$ cat src/rtl/mem_req_arbiter.sv
// -----------------------------------------------------------------------------
// mem_req_arbiter
//
// Two-client arbiter in front of the DDR2 line read/write interface.
// Port A (I-cache) only reads; port B (D-cache) reads or writes.
// One 256-bit line transfer is latched at a time and presented to the
// memory-controller side. Completion comes back to the owning client as a
// one-cycle ack, with the read line held in that client's rdata register.
// Clients that are both eligible in the same cycle are served round-robin.
// A watchdog aborts a transfer that the controller never completes.
//
// Ports
//   clk, rst            clock, synchronous active-high reset
//   a_req/a_addr        port A read request (level, held until a_ack)
//   a_ack/a_rdata       port A done pulse and read line
//   b_req/b_we/b_addr   port B request, direction, address
//   b_wdata             port B write line
//   b_ack/b_rdata       port B done pulse and read line
//   err                 pulses with ack when the transfer was aborted
//   err_sticky          set on any abort, cleared only by rst
//   data_wren/rden      MC write/read command, held for the whole command
//   data_addr/data_wr   MC latched address and write line
//   mc_wr_rdy           MC write-complete pulse
//   mc_rd_rdy           MC can accept a read command this cycle
//   mc_rd_valid/data_rd MC read data strobe and read line
// -----------------------------------------------------------------------------
module mem_req_arbiter #(
   parameter int ADDR_W  = 31,
   parameter int LINE_W  = 256,
   parameter int TIMEOUT = 1023
) (
   input  logic              clk,
   input  logic              rst,
   input  logic              a_req,
   input  logic [ADDR_W-1:0] a_addr,
   output logic              a_ack,
   output logic [LINE_W-1:0] a_rdata,
   input  logic              b_req,
   input  logic              b_we,
   input  logic [ADDR_W-1:0] b_addr,
   input  logic [LINE_W-1:0] b_wdata,
   output logic              b_ack,
   output logic [LINE_W-1:0] b_rdata,
   output logic              err,
   output logic              err_sticky,
   output logic              data_wren,
   output logic              data_rden,
   output logic [ADDR_W-1:0] data_addr,
   output logic [LINE_W-1:0] data_wr,
   input  logic              mc_wr_rdy,
   input  logic              mc_rd_rdy,
   input  logic              mc_rd_valid,
   input  logic [LINE_W-1:0] data_rd
);

   localparam int CNT_W = $clog2(TIMEOUT + 1);
   // The abort is taken in the cycle whose increment would make the count
   // reach TIMEOUT, so RESP lands on cycle TIMEOUT+1 after the command rose.
   localparam logic [CNT_W-1:0] WDOG_LAST = CNT_W'(TIMEOUT - 1);

   localparam logic PORT_A = 1'b0;
   localparam logic PORT_B = 1'b1;

   typedef enum logic [1:0] {
      IDLE = 2'd0,
      WR   = 2'd1,
      RD   = 2'd2,
      RESP = 2'd3
   } state_t;

   state_t            state_q,     state_d;
   logic              owner_q,     owner_d;
   logic              lastGrant_q, lastGrant_d;
   logic              we_q,        we_d;
   logic [ADDR_W-1:0] addr_q,      addr_d;
   logic [LINE_W-1:0] wdata_q,     wdata_d;
   logic [CNT_W-1:0]  wdogCnt_q,   wdogCnt_d;
   logic              abort_q,     abort_d;
   logic              errSticky_q, errSticky_d;
   logic [LINE_W-1:0] aRdata_q,    aRdata_d;
   logic [LINE_W-1:0] bRdata_q,    bRdata_d;

   logic aElig;
   logic bElig;
   logic grantValid;
   logic grantB;
   logic wdogHit;

   // A read may only be granted while the controller can take a read
   // command; a write from B never waits on mc_rd_rdy, so a stalled read
   // on A does not block B writes.
   assign aElig      = a_req & mc_rd_rdy;
   assign bElig      = b_req & (b_we | mc_rd_rdy);
   assign grantValid = aElig | bElig;
   assign grantB     = (aElig & bElig) ? (lastGrant_q == PORT_A) : bElig;
   assign wdogHit    = (wdogCnt_q == WDOG_LAST);

   // Next-state and datapath latch logic. Every register holds by default;
   // each state only overrides what it changes.
   always_comb begin
      state_d     = state_q;
      owner_d     = owner_q;
      lastGrant_d = lastGrant_q;
      we_d        = we_q;
      addr_d      = addr_q;
      wdata_d     = wdata_q;
      wdogCnt_d   = wdogCnt_q;
      abort_d     = abort_q;
      errSticky_d = errSticky_q;
      aRdata_d    = aRdata_q;
      bRdata_d    = bRdata_q;

      case (state_q)
         IDLE: begin
            if (grantValid) begin
               owner_d     = grantB;
               lastGrant_d = grantB;
               we_d        = grantB & b_we;
               addr_d      = grantB ? b_addr : a_addr;
               if (grantB) begin
                  wdata_d = b_wdata;
               end
               wdogCnt_d = '0;
               abort_d   = 1'b0;
               state_d   = (grantB & b_we) ? WR : RD;
            end
         end

         WR: begin
            // Completion is checked before the watchdog so that a late
            // completion in the abort cycle still counts as success.
            if (mc_wr_rdy) begin
               state_d = RESP;
            end else if (wdogHit) begin
               abort_d     = 1'b1;
               errSticky_d = 1'b1;
               state_d     = RESP;
            end else begin
               wdogCnt_d = wdogCnt_q + CNT_W'(1);
            end
         end

         RD: begin
            if (mc_rd_valid) begin
               if (owner_q == PORT_B) begin
                  bRdata_d = data_rd;
               end else begin
                  aRdata_d = data_rd;
               end
               state_d = RESP;
            end else if (wdogHit) begin
               abort_d     = 1'b1;
               errSticky_d = 1'b1;
               state_d     = RESP;
            end else begin
               wdogCnt_d = wdogCnt_q + CNT_W'(1);
            end
         end

         RESP: begin
            state_d = IDLE;
         end

         default: begin
            state_d = IDLE;
         end
      endcase
   end

   // State and datapath registers. Reset drops any command in flight
   // without acknowledging it and re-arms round-robin to favour port A.
   always_ff @(posedge clk) begin
      if (rst) begin
         state_q     <= IDLE;
         owner_q     <= PORT_A;
         lastGrant_q <= PORT_B;
         we_q        <= 1'b0;
         addr_q      <= '0;
         wdata_q     <= '0;
         wdogCnt_q   <= '0;
         abort_q     <= 1'b0;
         errSticky_q <= 1'b0;
         aRdata_q    <= '0;
         bRdata_q    <= '0;
      end else begin
         state_q     <= state_d;
         owner_q     <= owner_d;
         lastGrant_q <= lastGrant_d;
         we_q        <= we_d;
         addr_q      <= addr_d;
         wdata_q     <= wdata_d;
         wdogCnt_q   <= wdogCnt_d;
         abort_q     <= abort_d;
         errSticky_q <= errSticky_d;
         aRdata_q    <= aRdata_d;
         bRdata_q    <= bRdata_d;
      end
   end

   // All outputs decode from registers only, so commands rise the cycle
   // after the grant and RESP forces at least one command-free cycle.
   assign data_wren  = (state_q == WR);
   assign data_rden  = (state_q == RD);
   assign data_addr  = addr_q;
   assign data_wr    = wdata_q;
   assign a_ack      = (state_q == RESP) & (owner_q == PORT_A);
   assign b_ack      = (state_q == RESP) & (owner_q == PORT_B);
   assign err        = (state_q == RESP) & abort_q;
   assign err_sticky = errSticky_q;
   assign a_rdata    = aRdata_q;
   assign b_rdata    = bRdata_q;

endmodule

$ cat config.mk
export PLATFORM = sky130hd
export DESIGN_NAME = mem_req_arbiter
export DESIGN_NICKNAME = d
export VERILOG_FILES = /design/src/rtl/mem_req_arbiter.sv
export SDC_FILE = /design/constraint.sdc
export NUM_CORES = 2
export LEC_CHECK = 0
export ABC_CLOCK_PERIOD_IN_PS = 2100
export CAP_MARGIN = 20
export CELL_PAD_IN_SITES_DETAIL_PLACEMENT = 2
export CELL_PAD_IN_SITES_GLOBAL_PLACEMENT = 2
export CORE_AREA = 3 3 542 544
export CTS_BUF_LIST = sky130_fd_sc_hd__clkbuf_8
export DETAILED_ROUTE_END_ITERATION = 10
export DIE_AREA = 0 0 545 547
export GPL_ROUTABILITY_DRIVEN = 1
export GPL_TIMING_DRIVEN = 1
export HOLD_SLACK_MARGIN = 0.02
export PLACE_DENSITY = 0.41
export RECOVER_POWER = 100
export SKIP_LAST_GASP = 1
export SYNTH_ARGS = -nofsm -noshare
export SYNTH_HDL_FRONTEND = slang
export SYNTH_SLANG_ARGS = --single-unit
$ cat constraint.sdc
create_clock -name clk -period 2.1 [get_ports clk]
set_clock_uncertainty 0.05 [all_clocks]
set_input_delay 0.21 -clock clk [delete_from_list [all_inputs] [get_ports clk]]
set_output_delay 0.21 -clock clk [all_outputs]
set_load 0.01 [all_outputs]
==> results.txt <==
- Commonest cells after routing, fill and taps aside: 1541 x nand2_1, 808 x dfxtp_1, 771 x a21oi_1
- Width of the die: 545 microns
* Unrepaired setup endpoints after global routing: true
- Core area: roughly 290000 sq um
* Highest-delay cell along the critical path: or4_1
- Number of antenna violations at the first check in global routing: 137
- Fraction of the mapped netlist area in adder cells: 0.00397
- In this run the critical register-to-register path is captured at wdogCnt_q[9].
- In this run the cell area measured after placement is 48700 sq um.
- The initialized floorplan defines 198 standard-cell rows.
- The synthesized netlist contains 41 unique library cells.
- Along the worst path, the maximum fanout reaches 10.
- Setup slack on the critical path of the routed design comes to -0.0214 ns.
* Maximum buffer depth of the clock tree: 4
- Worst min-delay path category: input pin to register
- Cell Pwr Density: 799 nW/um^2
- For the final routed database, the setup TNS stands at -0.0959 ns.
- After clock tree synthesis, the clock-pin slew on the worst setup and hold paths is around 0.06 ns.
- After synthesis, the largest family of logic cells by area is simple AND/OR/NAND/NOR gates.
- Yosys printed 0 warnings.
* Worst slew margin relative to its limit: 0.600
* Max VDD drop: 393 uV
- Number of antenna-violating nets in the routed design: 0
* Type of the worst setup path: register to register
- Clk Latency, worst-skew pair: between 0.9 and 1 ns
* Endpoint with the worst hold slack: data_addr[22]
- Global routing usage summed across all routing layers: 0.154
* First-pass iteration count of the detailed router: 4
- Starting Density: 0.0978
- Max-cap violations: 0
- Share of the yosys chip area belonging to registers: 0.575
* Fin crit period: 2.12 ns
- Simple-gate share of the synthesized area: 0.218
- DR vias/cell: 3.50
- Cell at the root of the clock tree: clkbuf_8
- Detailed Place HPWL: 192000 microns
- The compound-gate portion of the synthesized area was 0.152.
* Die Outline Area: ~300000 sq um
- After technology mapping, the gate count stands at 3596.
- Startpoint type of the worst setup path: register
- Required time at the worst-slack endpoint: 2.91 ns
- Counting flops and latches in the post-synthesis netlist gives between 800 and 900.
- Wire length per cell: 25.0 microns
- Sequence of cells on the critical path: buf_4 -> inv_4 -> ha_4 -> buf_6 -> a22o_4 -> a31o_4 -> buf_12 -> or4_1 -> a21oi_2
- In the final layout, the share of cells above drive strength 1 is 0.117.
- The checks that failed: negative setup slack.
* Total number of clock tree sinks: 815
- Worst setup EP type: register
* Post-synthesis share of cell area spent on xor and xnor gates: 0
- Share of cell area taken by muxes after synthesis: 0.0113
- Run status: finished with violations
* Cell leakage power: 0.0236 uW
- Counting the buffers created by CTS gives 185.
- The worst register-to-register path has a setup slack of -0.02 ns.
- Weighted congestion reported at the end of routability-driven placement: 0.809
- The number of nets in the synthesized netlist is between 4000 and 5000.
- The die is about 550 microns tall.
- The net count of the finished layout is 6307.
* RR Startpoint: state_q[0]
- Endpoints failing hold: 0
* Share of flip-flops with an asynchronous set or reset: 0
* Final-report max-slew violation count: 0
- Of the available clock period, the critical path in the final layout requires 1.01.
- In this run the cell area of the synthesized design comes to 28400 sq um.
* Highest clock rate: about 0.47 GHz
- Overall via count from detail_route: 34300
* Number of synthesized flops with an enable pin: 0
- Pin placement for this block handled 1387 I/O pins.
- The via count of the first global-routing pass is 36700.
- Largest net degree at the start of global routing: 76
* Hold path startpoint: b_addr[22]
* Remaining design rule violation count: 0
* Crit-path max cell delay: 0.52 ns
* Dominant register cell in the synthesized netlist: dfxtp_1
* Congestion Overflow GR: 0
- The first global-routing pass estimated 319000 microns of wire.
- Counting cells, the worst reg-to-reg path comes to 9.
- Final instance area: around 58000 sq um
- Total of endpoints with negative setup slack in the final report: 8
* Post-Route WL: 246000 microns
- For the pin with the worst max-slew slack, the measured transition is 0.600 ns.
- Number of buffers inserted by port buffering: 1386
* Arrival time at the worst endpoint: 2.94 ns
- Cell depth of the worst hold path: 4
* Per-instance average area after synthesis: 7.89 sq um
* Area Growth Syn to Fin: 106%
- Commonest non-fill, non-tap cell in the layout: nand2_1
- TritonCTS built the clock tree.
- Final hold analysis gives a worst-case slack of 0.142 ns.
* Max H-tree Level: 4
- For this block, the initial DRC count from the detailed router was 1206.
## cells in the mapped netlist, drive strengths merged, types with 2 or more instances
cell | instances | area [sq um]
buf | 50 | 246
a31oi | 2 | 12.5
or4 | 9 | 67.6
mux2i | 32 | 320
nor2 | 36 | 135
dfxtp | 815 | 16300
inv | 7 | 26.3
nand4 | 2 | 12.5
nor2b | 2 | 12.5
a21oi | 782 | 3920
nand3 | 9 | 45.0
ha | 9 | 113
nand2b | 3 | 18.8
nand2 | 1545 | 5800
or2 | 2 | 12.5
o21ai | 4 | 20.0
a211oi | 31 | 233
and3 | 5 | 31.3
clkbuf | 226 | 850
o31ai | 7 | 52.6
and2 | 3 | 18.8
## final cells by class
class	instances	area (sq um)
clock buffer	225	3100
timing repair buffer	2209	22200
antenna	55	138
multi-input combinational	2498	11100
fill	33400	232000
clock inverter	102	567
inverter	7	31.3
tap	3900	4880
sequential	815	16300
## flip-flops by register name (all words and copies together), names as in the netlist
register,flops
data_addr,31
abort_q,1
err_sticky,1
b_rdata,256
lastGrant_q,1
data_wr,256
a_rdata,256
owner_q,1
state_q,2
wdogCnt_q,10
## cell families after synthesis
kind of cell    count (synthesis)
compound gates                836
fa+ha+maj                       9
buf+inv                       283
flops                         815
mux                            32
simple gates                 1621
## per-layer routing
layer / track usage / part of all wire / up-vias
met1: 0.174 / 0.40 / 16600
met4: 0.0345 / 0.024 / 102
met2: 0.265 / 0.48 / 1118
met3: 0.0660 / 0.090 / 395
li1: - / - / 16000
met5: 0 / 0.0027 / -
## timing repair
action / CTS / global route
gates resized for setup: 1140 / 61
hold buffers: 565 / 0
setup endpoints to repair: 803 / 600
hold endpoints to repair: 815 / 0
cloned: 0 / 20
setup buffers: 4 / 24
pin swaps: 2 / 15
## stage by stage
step | utilization | instances | power [uW] | worst slack (ns)
after detailed placement | 0.168 | 8818 | 27500 | -0.260
after floorplan | - | 3596 | 20500 | 0.0651
after CTS | 0.198 | 9714 | 47600 | -0.183
after global routing | 0.201 | 9787 | 49500 | -0.107
after global placement | 0.168 | 8818 | 27400 | -0.249
final | 0.201 | 9811 | 46700 | -0.0214
## worst max-delay path, delay by kind of cell, from the launching register on
kind,cells,cell delay (ns)
AOI/OAI and AO/OA,3,0.60
adders and majority gates,1,0.16
buffers and inverters,4,0.42
DFF,1,0.34
and+or+nand+nor,1,0.52
## worst max-delay path by stage
stage                           from           end  slack, ns
final                     state_q[0]  wdogCnt_q[9]      -0.02
after global routing      state_q[1]           err      -0.11
after CTS                 state_q[1]           err      -0.18
after detailed placement   mc_rd_rdy  data_addr[2]      -0.26
after global placement     mc_rd_rdy  data_addr[2]      -0.25
after floorplan           state_q[0]  wdogCnt_q[3]       0.07
## report_power, final
| part | switching [uW] | internal (uW) |
|---|---|---|
| clock network | 8660 | 10000 |
| registers | 573 | 16500 |
| logic | 6000 | 4870 |
Note: power is estimated with default switching activity, not from simulation.
